==> src/rtl/ascon_drv_pkg.sv <==
// ascon_drv_pkg: shared state encoding and byte-stream constants for the Ascon stream driver
package ascon_drv_pkg;
    typedef enum logic [3:0] {
        S_IDLE, S_GATHER, S_GATHER_TAG, S_LAUNCH, S_WAIT, S_CAPTURE, S_EMIT, S_EMIT_TAG, S_DROP
    } state_t;
    localparam int TAG_BYTES = 16;
    localparam int BYTE_W = 8;
endpackage

==> src/rtl/ascon_stream_driver_byte_serializer.sv <==
// byte_serializer: parallel-load shift register that emits N bytes MSB first on a valid/ready port
module byte_serializer
    import ascon_drv_pkg::*;
#(
    parameter int N = 5
) (
    input  logic                clk,
    input  logic                rst,
    input  logic                load,
    input  logic [N*BYTE_W-1:0] load_data,
    input  logic                ready,
    output logic                valid,
    output logic [BYTE_W-1:0]   data,
    output logic                last
);
    localparam int CW = $clog2(N + 1);
    logic [N*BYTE_W-1:0] sh;
    logic [CW-1:0]       cnt;
    always_ff @(posedge clk or posedge rst) begin
        if (rst) begin
            sh  <= '0;
            cnt <= '0;
        end else if (load) begin
            sh  <= load_data;
            cnt <= CW'(N);
        end else if (valid && ready) begin
            sh  <= sh << BYTE_W;
            cnt <= cnt - CW'(1);
        end
    end
    assign valid = cnt != '0;
    assign data  = sh[N*BYTE_W-1 -: BYTE_W];
    assign last  = cnt == CW'(1);
endmodule

==> src/rtl/ascon_stream_driver.sv <==
// ascon_stream_driver: byte-stream initiator for the Ascon core; gathers a block, launches the core,
// and streams back ciphertext+tag, or plaintext only when the expected tag matches in decrypt mode
module ascon_stream_driver
    import ascon_drv_pkg::*;
#(
    parameter int Y = 40,
    parameter int L = 40,
    parameter int K = 128
) (
    input  logic                  clk,
    input  logic                  rst,
    input  logic                  enable,
    input  logic [K-1:0]          cfg_key,
    input  logic [127:0]          cfg_nonce,
    input  logic                  cfg_decrypt,
    input  logic                  in_valid,
    output logic                  in_ready,
    input  logic [BYTE_W-1:0]     in_data,
    output logic                  out_valid,
    input  logic                  out_ready,
    output logic [BYTE_W-1:0]     out_data,
    output logic                  auth_fail,
    output logic [15:0]           fail_count,
    output logic                  busy,
    output logic [K-1:0]          core_key,
    output logic [127:0]          core_nonce,
    output logic [L-1:0]          core_ad,
    output logic [Y-1:0]          core_data,
    output logic                  core_decrypt,
    output logic                  core_start,
    input  logic [Y-1:0]          core_out,
    input  logic [127:0]          core_tag,
    input  logic                  core_ready
);
    localparam int NB = Y / BYTE_W;
    localparam int TW = TAG_BYTES * BYTE_W;
    localparam int CW = $clog2((NB > TAG_BYTES ? NB : TAG_BYTES) + 1);
    state_t            state;
    logic [CW-1:0]     cnt;
    logic [39:0]       blk;
    logic [127:0]      nonce_r, exp_tag, tag_r;
    logic [Y-1:0]      out_r;
    logic              d_valid, d_last, d_load, d_fire, t_valid, t_last, t_load, t_fire, blk_end;
    logic [BYTE_W-1:0] d_data, t_data;
    assign in_ready  = state == S_GATHER || state == S_GATHER_TAG;
    assign busy      = state != S_IDLE;
    assign d_fire    = state == S_EMIT && d_valid && out_ready;
    assign t_fire    = state == S_EMIT_TAG && t_valid && out_ready;
    assign d_load    = state == S_CAPTURE && (!core_decrypt || tag_r == exp_tag);
    assign t_load    = d_fire && d_last && !core_decrypt;
    assign blk_end   = (d_fire && d_last && core_decrypt) || (t_fire && t_last) || state == S_DROP;
    assign out_valid = (state == S_EMIT && d_valid) || (state == S_EMIT_TAG && t_valid);
    assign out_data  = state == S_EMIT ? d_data : state == S_EMIT_TAG ? t_data : '0;
    byte_serializer #(.N(NB)) u_data_ser (
        .clk(clk), .rst(rst), .load(d_load), .load_data(out_r),
        .ready(state == S_EMIT && out_ready), .valid(d_valid), .data(d_data), .last(d_last)
    );
    byte_serializer #(.N(TAG_BYTES)) u_tag_ser (
        .clk(clk), .rst(rst), .load(t_load), .load_data(tag_r),
        .ready(state == S_EMIT_TAG && out_ready), .valid(t_valid), .data(t_data), .last(t_last)
    );
    always_ff @(posedge clk or posedge rst) begin
        if (rst) begin
            state        <= S_IDLE;
            cnt          <= '0;
            blk          <= '0;
            nonce_r      <= '0;
            exp_tag      <= '0;
            tag_r        <= '0;
            out_r        <= '0;
            core_key     <= '0;
            core_nonce   <= '0;
            core_ad      <= '0;
            core_data    <= '0;
            core_decrypt <= 1'b0;
            core_start   <= 1'b0;
            auth_fail    <= 1'b0;
            fail_count   <= '0;
        end else begin
            core_start <= 1'b0;
            auth_fail  <= 1'b0;
            // blk only moves at block end, so these hold steady from LAUNCH through CAPTURE
            core_nonce <= nonce_r + 128'(blk);
            core_ad    <= blk[L-1:0];
            case (state)
                S_IDLE: if (enable) begin
                    core_key     <= cfg_key;
                    nonce_r      <= cfg_nonce;
                    core_decrypt <= cfg_decrypt;
                    blk          <= '0;
                    cnt          <= '0;
                    state        <= S_GATHER;
                end
                S_GATHER: if (in_valid) begin
                    core_data <= Y'({core_data, in_data});
                    cnt       <= cnt == CW'(NB - 1) ? '0 : cnt + CW'(1);
                    if (cnt == CW'(NB - 1)) begin
                        state      <= core_decrypt ? S_GATHER_TAG : S_LAUNCH;
                        core_start <= !core_decrypt;
                    end
                end
                S_GATHER_TAG: if (in_valid) begin
                    exp_tag <= {exp_tag[TW-BYTE_W-1:0], in_data};
                    cnt     <= cnt == CW'(TAG_BYTES - 1) ? '0 : cnt + CW'(1);
                    if (cnt == CW'(TAG_BYTES - 1)) begin
                        state      <= S_LAUNCH;
                        core_start <= 1'b1;
                    end
                end
                S_LAUNCH: state <= S_WAIT;
                S_WAIT: if (core_ready) begin
                    out_r      <= core_out;
                    tag_r      <= core_tag;
                    core_start <= 1'b1;
                    state      <= S_CAPTURE;
                end
                S_CAPTURE: begin
                    state     <= d_load ? S_EMIT : S_DROP;
                    auth_fail <= !d_load;
                end
                S_EMIT: if (t_load) state <= S_EMIT_TAG;
                S_EMIT_TAG: ;
                S_DROP: fail_count <= fail_count == 16'hFFFF ? fail_count : fail_count + 16'd1;
                default: state <= S_IDLE;
            endcase
            if (blk_end) begin
                blk   <= blk + 40'd1;
                state <= enable ? S_GATHER : S_IDLE;
            end
        end
    end
endmodule

==> config.mk <==
export PLATFORM = sky130hd
export DESIGN_NAME = ascon_stream_driver
export DESIGN_NICKNAME = d
export VERILOG_FILES = /design/src/rtl/ascon_drv_pkg.sv /design/src/rtl/ascon_stream_driver_byte_serializer.sv /design/src/rtl/ascon_stream_driver.sv
export SDC_FILE = /design/constraint.sdc
export NUM_CORES = 2
export LEC_CHECK = 0
export ABC_AREA = 1
export BUFFER_PORTS_ARGS = -buffer_cell sky130_fd_sc_hd__buf_2
export CAP_MARGIN = 40
export CORE_MARGIN = 8
export CORE_UTILIZATION = 34
export DETAILED_ROUTE_END_ITERATION = 16
export SLEW_MARGIN = 25
export SYNTH_ARGS = -nofsm -noshare
export SYNTH_HDL_FRONTEND = slang
export SYNTH_SLANG_ARGS = --single-unit
==> constraint.sdc <==
create_clock -name clk -period 39.8 [get_ports clk]
set_input_delay 7.96 -clock clk [delete_from_list [all_inputs] [get_ports clk]]
set_output_delay 7.96 -clock clk [all_outputs]
set_load 0.02 [all_outputs]
== Yosys cells after proc, flatten, opt, wreduce, memory -nomap -nowiden ==
Index checks and enable logic that the tools add are counted.
Storage, ports and cells
  input port bits: 439
  output and inout bits: 366
  register bits after elaboration: 1004
  word-level logic and storage cells: 127
Cells by class
  equality and inequality tests: 25
  add/subtract/negate cells: 6
  reduce and logical (&&, ||, !) cells: 38
  multiplexer cells: 38
  bitwise gates (word level): 1
Operators by type and width (count)
  $mux 128: 2
  $mux 40: 5
  $add 128x40->128: 1
  $eq 128x128->1: 1
  $add 40x1->40 const B: 1
  $mux 4: 9
  $mux 5: 7
  $pmux 4 s8: 1
  $add 16x1->16 const B: 1
  $eq 16x16->1 const B: 1
  $eq 4x3->1 const B: 4
  $mux 8: 2
  $ne 3x3->1 const B: 5
  $pmux 5 s3: 1
  $logic_and 1x1->1: 13
  $reduce_and 2->1: 6
  $eq 4x2->1 const B: 2
  $mux 1: 8
  $reduce_and 8->1: 1
  $reduce_bool 2->1: 4
  $mux 3: 2
  $ne 2x2->1 const B: 3
  $ne 3x2->1 const B: 2
  $reduce_bool 3->1: 2
  19 further kinds: 24

== Logic depth before layout (Yosys ltp) ==
  word-level depth: 9
  gate-level depth with buffers: 16
  mapped depth without buffers: 15

== By module ==
From an unflattened synthesis, not the netlist that was laid out.
Unflattened totals
  cell total of the unflattened synthesis: 5438
  area, all modules: 47006.3 um^2
By module, submodules not included
  ascon_stream_driver: cells each 4275, area each 38215.4 um^2, times used 1, seq. area each 20719.9 um^2
  byte_serializer (u_tag_ser): cells each 858, area each 6540.0 um^2, times used 1, seq. area each 3328.2 um^2
  byte_serializer (u_data_ser): cells each 305, area each 2250.9 um^2, times used 1, seq. area each 1076.0 um^2

== Worst setup path after synthesis ==
Ideal clock, no wire load.
  path kind: flip-flop to output port
  from: register state[3]
  to: output port out_data[2]
  data required time: 31.840 ns
  stages on the path, launching flop included: 6
  arrival time: 1.265 ns
  path slack: 30.575 ns
  path buffers: 0
  path through: dfrtp_1 > inv_2 > nand2_1 > inv_1 > nand2_1 > o21ai_0
Between the ends
  word-level cells in the longest chain between the ends: 3
  elaborated cells on any way between the ends: 4
  those cells by class: eq/ne: 2; mux: 2
RTL lines
  start, declared: RTL line ascon_stream_driver.sv:38  | state_t state;
  start signal, assigned: RTL line ascon_stream_driver.sv:98  | state <= core_decrypt ? S_GATHER_TAG : S_LAUNCH;
  start signal, assigned: RTL line ascon_stream_driver.sv:118  | state <= d_load ? S_EMIT : S_DROP;
  start signal, assigned: RTL line ascon_stream_driver.sv:128  | state <= enable ? S_GATHER : S_IDLE;
  $eq 4x3->1: RTL line ascon_stream_driver.sv:53  | assign out_data = state == S_EMIT ? d_data : state == S_EMIT_TAG ? t_data : '0;
  $mux 8: RTL line ascon_stream_driver.sv:53
  $mux 8 (*): RTL line ascon_stream_driver.sv:53
  end, declared: RTL line ascon_stream_driver.sv:21  | output logic [BYTE_W-1:0] out_data,
Mark *: on every way between the ends. The rest lies on a longest branch, timed or not.

== Worst setup path in the final report ==
  from: input port enable
  to: register core_key[107]
Between the ends
  word-level cells in the longest chain between the ends: 1
RTL lines
  start, declared: RTL line ascon_stream_driver.sv:12  | input logic enable,
  $reduce_and 2->1 (no line)
  end signal, assigned: RTL line ascon_stream_driver.sv:87  | core_key <= cfg_key;
  end, declared: RTL line ascon_stream_driver.sv:25  | output logic [K-1:0] core_key,
Every way passes these cells.
A chain may end at the register's enable or synchronous reset.

==> flow_summary.json <==
{
  "status": "finished clean",
  "gr-total-overflow": 0,
  "ys_types": 50,
  "critPathArrivalTime_ns": 11.53,
  "p_total_mw": 4.36,
  "r2r-end": "core_key[107]",
  "cts_hold_buf": 0,
  "clk_latency_ns": 0.74,
  "syn_nets": 5450,
  "yosys_warnings": 0,
  "synth-main-ff-cell": "dfrtp_1",
  "initial_core_util_pct": 34.2,
  "track_usage_pct": 21.4,
  "synth_seq_cells": 1004,
  "portBuffers": 804,
  "dp_slack_ns": 28.16,
  "regToRegSetupSlack_ns": 35.57,
  "irDropWorstVdd_mv": 0.0439,
  "grt_max_degree": 165,
  "cts_setup_buffers": 0,
  "busiest_layer": "met2",
  "seq_area_frac_synth_pct": 54.2,
  "instances_no_fill": 7644,
  "layout_setup_ws_ns": 28.89,
  "met3_usage_pct": 4.65,
  "avgRoutedWirePerCell_um": 21.6,
  "clk_pin_slew_ns": 0.06,
  "via_count": 37900,
  "reg2reg_from": "state[2]",
  "slew_viol_final": 0,
  "final_util_pct": 41.7,
  "setup_tns_ns": 0,
  "hold_viol_final": 0,
  "worstHoldStart": "blk[13]",
  "post-route-cell-area_um2": 56500,
  "crit_required_ns": 40.42,
  "final_antenna_net_count": 0,
  "cts_tree": "done",
  "gr-usage-met1_pct": 28.9,
  "remaining_drc_errors": 0,
  "fin_crit_ns": 10.91,
  "rows": 135,
  "detail_route.vias_per_cell": 4.96,
  "grt_pass1_vias": 38000,
  "num-fill-cells": 13500,
  "nets": 6249,
  "skew_ns": 0.0598,
  "drt-pass1-iter-count": 6,
  "cp-end-kind": "flop",
  "design.portCount": 805,
  "drive_gt1_share_pct": 24.6,
  "place_area_um2": 52500,
  "cap_viol_max_count": 0,
  "critPathLaunch": "enable",
  "cp_max_fo": 70,
  "min_path_cells": 0,
  "holdPathEnd": "core_ad[13]",
  "drtIter0Drc": 2938,
  "slew_headroom_pct": 35.4,
  "path_class": "primary input to flop",
  "dieArea_um2": 148000,
  "core_region_area_um2": 135000,
  "async_reset_ff_share_pct": 100,
  "drt_wl_total_mm": 165,
  "place_congestion": 0.970,
  "critPathLaunchType": "primary input",
  "htreeDepth": 3,
  "antenna_found_initial": 44,
  "cts_buffers": 111,
  "syn_avg_cell_area_um2": 9.36,
  "die_h_um": 385,
  "period_share_pct": 27.4,
  "grt_pass1_wl_mm": 243,
  "setup_viol": 0,
  "synth_edf_count": 0,
  "syn_area_um2": 46400,
  "power_density_nw_per_um2": 77.1,
  "fmax_mhz": 91.6,
  "r2r_cells": 10,
  "worstHoldPathType": "flop to flop",
  "area_growth_pct": 21.9,
  "cts_buffer_depth": 3,
  "p_leak_nw": 27.4,
  "netlist_instances": 4958,
  "dpl.hpwl_mm": 129,
  "worst_pin_slew_ns": 0.962,
  "cts_resized": 0,
  "cts-root-buf": "clkbuf_16",
  "dp.cells": 7418,
  "fp.dieW_um": 385,
  "use_met2_pct": 34.5,
  "whs_ns": 0.456,
  "cts.sinks": 1004,
  "rsz0062_at_grt": "no"
}
[critical path, cell delays in order]
cell and delay (ns):
buf_2 0.13, nand3_4 0.07, buf_4 0.58, buf_4 0.76
buf_4 0.41, buf_16 0.29, buf_4 0.67, mux2_2 0.42
[power by group]
group | switching [mW] | internal (mW) | leakage (nW) | total, mW
Clock | 0.439 | 0.627 | 1.86 | 1.07
Combinational | 0.897 | 0.581 | 13.6 | 1.48
Sequential | 0.347 | 1.47 | 11.9 | 1.82
Total | 1.68 | 2.68 | 27.4 | 4.36
[layout by cell type, fill, tap and decap left out, types with 5 or more instances in the layout]
cell / instances
mux2_2: 381
o22ai_1: 19
bufinv_16: 9
clkbuf_1: 27
diode_2: 20
a21oi_1: 217
buf_2: 805
nor4_1: 28
buf_12: 7
inv_1: 597
a31oi_1: 5
buf_4: 25
o211ai_1: 7
dfrtp_1: 1004
nand3_1: 152
inv_2: 10
o21a_1: 25
buf_16: 14
clkbuf_16: 112
nand2_1: 913
nand3b_1: 5
ha_1: 52
a32o_1: 5
clkbuf_8: 26
o221ai_1: 8
xnor2_1: 87
xor2_1: 120
o21bai_1: 7
and3_1: 6
clkinv_2: 13
nor2_1: 429
nor4b_1: 5
o21ai_0: 321
o21ai_1: 196
nor3_1: 62
nand4_1: 85
[cell usage after synthesis, types with 52 or more instances]
master | instances | area (um^2)
xor2_1 | 120 | 1050
o21ai_1 | 196 | 981
clkbuf_1 | 78 | 293
nand2_1 | 915 | 3430
nand3_1 | 154 | 771
xnor2_1 | 87 | 762
dfrtp_1 | 1004 | 25100
ha_1 | 52 | 651
a21oi_1 | 217 | 1090
inv_1 | 598 | 2240
nand4_1 | 85 | 532
o21ai_0 | 321 | 1610
buf_2 | 79 | 395
mux2_2 | 381 | 4290
nor2_1 | 431 | 1620
nor3_1 | 62 | 310
[final cells by class]
class                           instances  area (um^2)  share of cell area [%]
Tap cell                             1781         2230                    3.94
Timing Repair Buffer                  853         4760                    8.42
Multi-Input combinational cell       3177        18300                    32.3
Clock inverter                         34          538                   0.952
Clock buffer                          165         3260                    5.77
Sequential cell                      1004        25100                    44.4
Inverter                              610         2300                    4.06
Antenna cell                           20         50.0                  0.0885
[flip-flops by register name, summed over array words and instances (netlist names)]
name and count:
core_key 128, core_nonce 128, exp_tag 128, nonce_r 128, tag_r 128, u_tag_ser.sh 128, blk 40, core_ad 40
core_data 40, out_r 40, u_data_ser.sh 40, fail_count 16, cnt 5, u_tag_ser.cnt 5, state 4, u_data_ser.cnt 3
auth_fail 1, core_decrypt 1, core_start 1
[layer usage]
layer | routed length (um) | vias to the layer above
li1 | - | 17800
met3 | 11600 | 266
met1 | 71200 | 18600
met4 | 5370 | 14
met5 | 98 | -
met2 | 77100 | 1261
[how the worst max path moves through the flow]
stage / endpoint / slack [ns] / depth (start not counted)
finish: core_key[107] / 28.89 / 8
global route: core_key[107] / 28.76 / 8
CTS: core_key[107] / 28.95 / 8
detailed placement: core_key[107] / 28.16 / 8
global placement: core_key[124] / 27.96 / 7
floorplan: auth_fail / 3.59 / 1
[logic make-up after synthesis]
family                   count (synthesis)  share of synthesized area [%]
AND/OR/NAND/NOR                       1710                           15.3
flip-flops                            1004                           54.2
AO/OA/AOI/OAI                          825                           9.39
buffers and inverters                  777                           6.54
multiplexers                           382                           9.27
XOR/XNOR                               207                           3.91
adder cells (fa/ha/maj)                 53                           1.45
Note: power is estimated with default switching activity, not from simulation.
